`src/rtl/register.sv`:
```
// register: WIDTH-bit storage element with a load enable and an asynchronous
// active-high clear. q is driven straight from the storage flops, so there is
// no combinational path from data or en to the output.
module register #(
    parameter int               WIDTH       = 4,
    parameter logic [WIDTH-1:0] RESET_VALUE = {WIDTH{1'b0}}
) (
    input  logic             clk,
    input  logic             reset,
    input  logic [WIDTH-1:0] data,
    input  logic             en,
    output logic [WIDTH-1:0] q
);

    logic [WIDTH-1:0] q_q;
    logic [WIDTH-1:0] q_d;

    // Next state: capture data when enabled, otherwise recirculate the held value.
    always_comb begin
        q_d = q_q;
        if (en) begin
            q_d = data;
        end
    end

    // Storage flops: reset forces RESET_VALUE immediately and takes priority over a load.
    always_ff @(posedge clk or posedge reset) begin
        if (reset) begin
            q_q <= RESET_VALUE;
        end else begin
            q_q <= q_d;
        end
    end

    assign q = q_q;

endmodule

```
`config.mk`:
```
export PLATFORM = sky130hd
export DESIGN_NAME = register
export DESIGN_NICKNAME = d
export VERILOG_FILES = /design/src/rtl/register.sv
export SDC_FILE = /design/constraint.sdc
export NUM_CORES = 1
export LEC_CHECK = 0
export CORE_AREA = 2 2 39 41
export DETAILED_ROUTE_END_ITERATION = 7
export DIE_AREA = 0 0 41 43
export GPL_ROUTABILITY_DRIVEN = 0
export PLACE_DENSITY_LB_ADDON = 0.05
export SYNTH_ARGS = -nofsm -noshare
export SYNTH_HDL_FRONTEND = slang
export SYNTH_SLANG_ARGS = --single-unit
```
`constraint.sdc`:
```
create_clock -name clk -period 2 [get_ports clk]
set_clock_uncertainty 0.05 [all_clocks]
set_input_delay 0.3 -clock clk [delete_from_list [all_inputs] [get_ports clk]]
set_output_delay 0.3 -clock clk [all_outputs]
set_load 0.05 [all_outputs]
```
# Word level (Yosys, flattened, before mapping)
# Index checks and enable logic that the tools add are counted.
# totals
reg_bits	4
input_bits	7
out_inout_bits	4
elab_cells	1

# Logic depth before layout (Yosys ltp)
# Gate-level depths: netlist (run 1).
# depth
ltp_word	0
depth_mapped	1
ltp_nobuf	1

# Worst setup path before layout (run 1)
# Ideal clock, no wire load.
# synth_timing
kind	register -> register
start	register q[0] (netlist name)
end	register q_q[0], in the netlist q[0]
t_arrival_ns	0.863
path_stages_with_launch	2
t_required_ns	1.825
period_less_slack_ns	1.038
path_buffers	0
setup_slack_ns	0.962
path_cell_list	dfrtp_1 -> mux2_2
# synth_rtl
element	line	rtl
end signal: assignment	31	q_q <= q_d;
end: declaration	15	logic [WIDTH-1:0] q_q;

# Worst setup path in the final report (run 1)
# layout_timing
start	register q_q[2], in the netlist q[2]
end	output q[2]
# layout_rtl
element	line	rtl
end: declaration	12	output logic [WIDTH-1:0] q
# No word-level cell between the ends.

==> results of run 1 <==
==> through the flow <==
stage	util	worst slack, ns	cell area [µm²]
after floorplan	-	0.9618	148.9
after global placement	0.1944	0.5084	269.0
after detailed placement	0.1944	0.5230	269.0
after CTS	0.2107	0.2681	291.5
after global routing	0.2107	0.2163	291.5
final	0.2107	0.2876	291.5
==> final timing paths <==
kind                                          to  slack, ns  cells after the start
max in group asynchronous       q[3]$_DFFE_PP0P_       1.54                      2
min in group clk                q[2]$_DFFE_PP0P_       0.45                      1
worst max-delay path                        q[2]       0.29                      1
worst min register to register  q[2]$_DFFE_PP0P_       0.45                      1
worst max register to register  q[0]$_DFFE_PP0P_       1.21                      1
worst min-delay path            q[1]$_DFFE_PP0P_       0.21                      2
==> cells by family after synthesis <==
| logic type | after synthesis | share of synthesized area |
|---|---|---|
| DFF | 4 | 0.6723 |
| buffers and inverters | 1 | 0.02519 |
| muxes | 4 | 0.3025 |
==> area by class of cell <==
| type | count | area, µm² |
|---|---|---|
| clock buffers | 3 | 22.52 |
| repair buffers | 10 | 100.1 |
| well taps | 16 | 20.02 |
| multi-input cells | 4 | 45.04 |
| flip-flops and latches | 4 | 100.1 |
| inverters | 1 | 3.754 |
| fillers | 150 | 1092 |
==> Yosys cell counts, drive strengths merged <==
| cell | number | area share |
|---|---|---|
| mux2 | 4 | 0.30 |
| dfrtp | 4 | 0.67 |
| inv | 1 | 0.025 |
==> layer usage <==
layer,GRT usage,up-vias,wire length [µm]
met4,0.06000,0,6
met2,0.05313,11,135
met5,0,-,0
met3,0.07330,2,82
met1,0.05212,53,147
li1,-,59,-
==> power by group <==
part           switching, W  total (W)  internal, W
combinational     0.0000389  0.0000695    0.0000306
clock             0.0000295  0.0000964    0.0000669
sequential       0.00000342  0.0000930    0.0000895
total             0.0000718   0.000259     0.000187
==> placed cells by master (no fill, tap or decap), drive strengths merged <==
cell type,n
clkdlybuf4s50,10
mux2,4
dfrtp,4
clkbuf,3
inv,1
==> impl_metrics.toml, run 1 <==
[status]
outcome = "completed"

[critical_path]
start_kind = "register"
path_delay_family = "buffers and inverters"
worstPathArrival_ns = 1.36
cp-startpoint = "q[2]$_DFFE_PP0P_"
worstPathMaxFanout = 2
worstPathRequired_ns = 1.65
slowest_delay_ns = 0.81
rr_startpoint = "q[0]$_DFFE_PP0P_"
critPathBufInv = 1
critPathCaptureType = "output port"
critPathSlowestCell = "clkdlybuf4s50_1"
critPathKind = "register to output port"
crit_chain = "clkdlybuf4s50_1"

[clock_network]
cts_tree = "done"
clockBufferDepth = 2
cts_resized = 0
clock-sinks = 4
clk_latency_ns = 0.23
clk_pin_slew_worst_paths_ns = 0.04
cts_setup_buffers = 0
cts-root-buf = "clkbuf_4"
cts-buffers-inserted = 3
htreeDepth = 1
hold_buffers = 0

[place]
placedCellCount = 35
port_buffers = 10

[final_layout]
largest_reg_flops = 4
n_antenna_cell = 0
fin_nets = 31
layout.cells.non_filler = 38
area_growth_pct = 95.80
drive_gt1_frac = 0.3182

[timing]
setup_violations = 0
hold_violations = 0
hold_slack_ns = 0.2108
maxSlewViolCount = 0
max_clock_freq_mhz = 584.0
grt_setup_unrepaired = "no"
post-route-min-period_ns = 1.712
tightest_slew_ns = 0.5046
fin_crit_sh = 0.8562
relSlewSlack = 0.6625
finalSetupTns_ns = 0

[detailed_routing]
drtIter0Drc = 2
drc = 0
first_pass_iters = 2
post_drt_wl_per_cell_um = 9.789
ant_nets = 0
wirelength_um = 372
routed_via_density = 3.289
vias = 125

[global_route]
grt_start_max_net_pins = 5
grt-ovfl-total = 0
grt_pass1_vias = 145
antenna_found_initial = 0
grt_pass1_wl_um = 558
grt.total_usage = 0.05645

[floorplanning]
start_util = 0.1076
die_w_um = 41
die-area_mm2 = 0.001763
die_y_um = 43
core_mm2 = 0.001384
ios = 11
placementRows = 14

[power]
cellLeakagePower_nw = 0.1207
p_total_w = 0.0002589
vdd_drop_max_mv = 0.1762
power.density_mw_per_mm2 = 888.1

[synthesis]
synth_warnings = 0
postSynthAreaPerCell_um2 = 16.54
syn_inst = 9
seq_area_frac_synth = 0.6723
synthesis.nets = 16
syn_area_um2 = 148.9
ys_ff_latch = 4
synth_cell_types = 3

[worst_hold_path]
min_path_type = "primary input to async pin"

[job]
drv_cap = 0
Power figures use the tool's default switching activity.
==> run 2: changes to the inputs <==
TNS_END_PERCENT = 100   (was default)
clock period = 1.9 ns   (was 2 ns; I/O delays follow)
==> results of run 2 <==
The final DEF is identical to that of run 1. Status: completed.
Among the figures that moved: setup slack after placement 0.5230 ns -> 0.4380 ns; setup slack after layout 0.2876 ns -> 0.2026 ns; hold slack 0.2108 ns -> 0.1958 ns; register-to-register setup slack 1.21 ns -> 1.11 ns; total power 0.0002589 W -> 0.0002725 W; worst IR drop on VDD 0.1762 mV -> 0.1855 mV
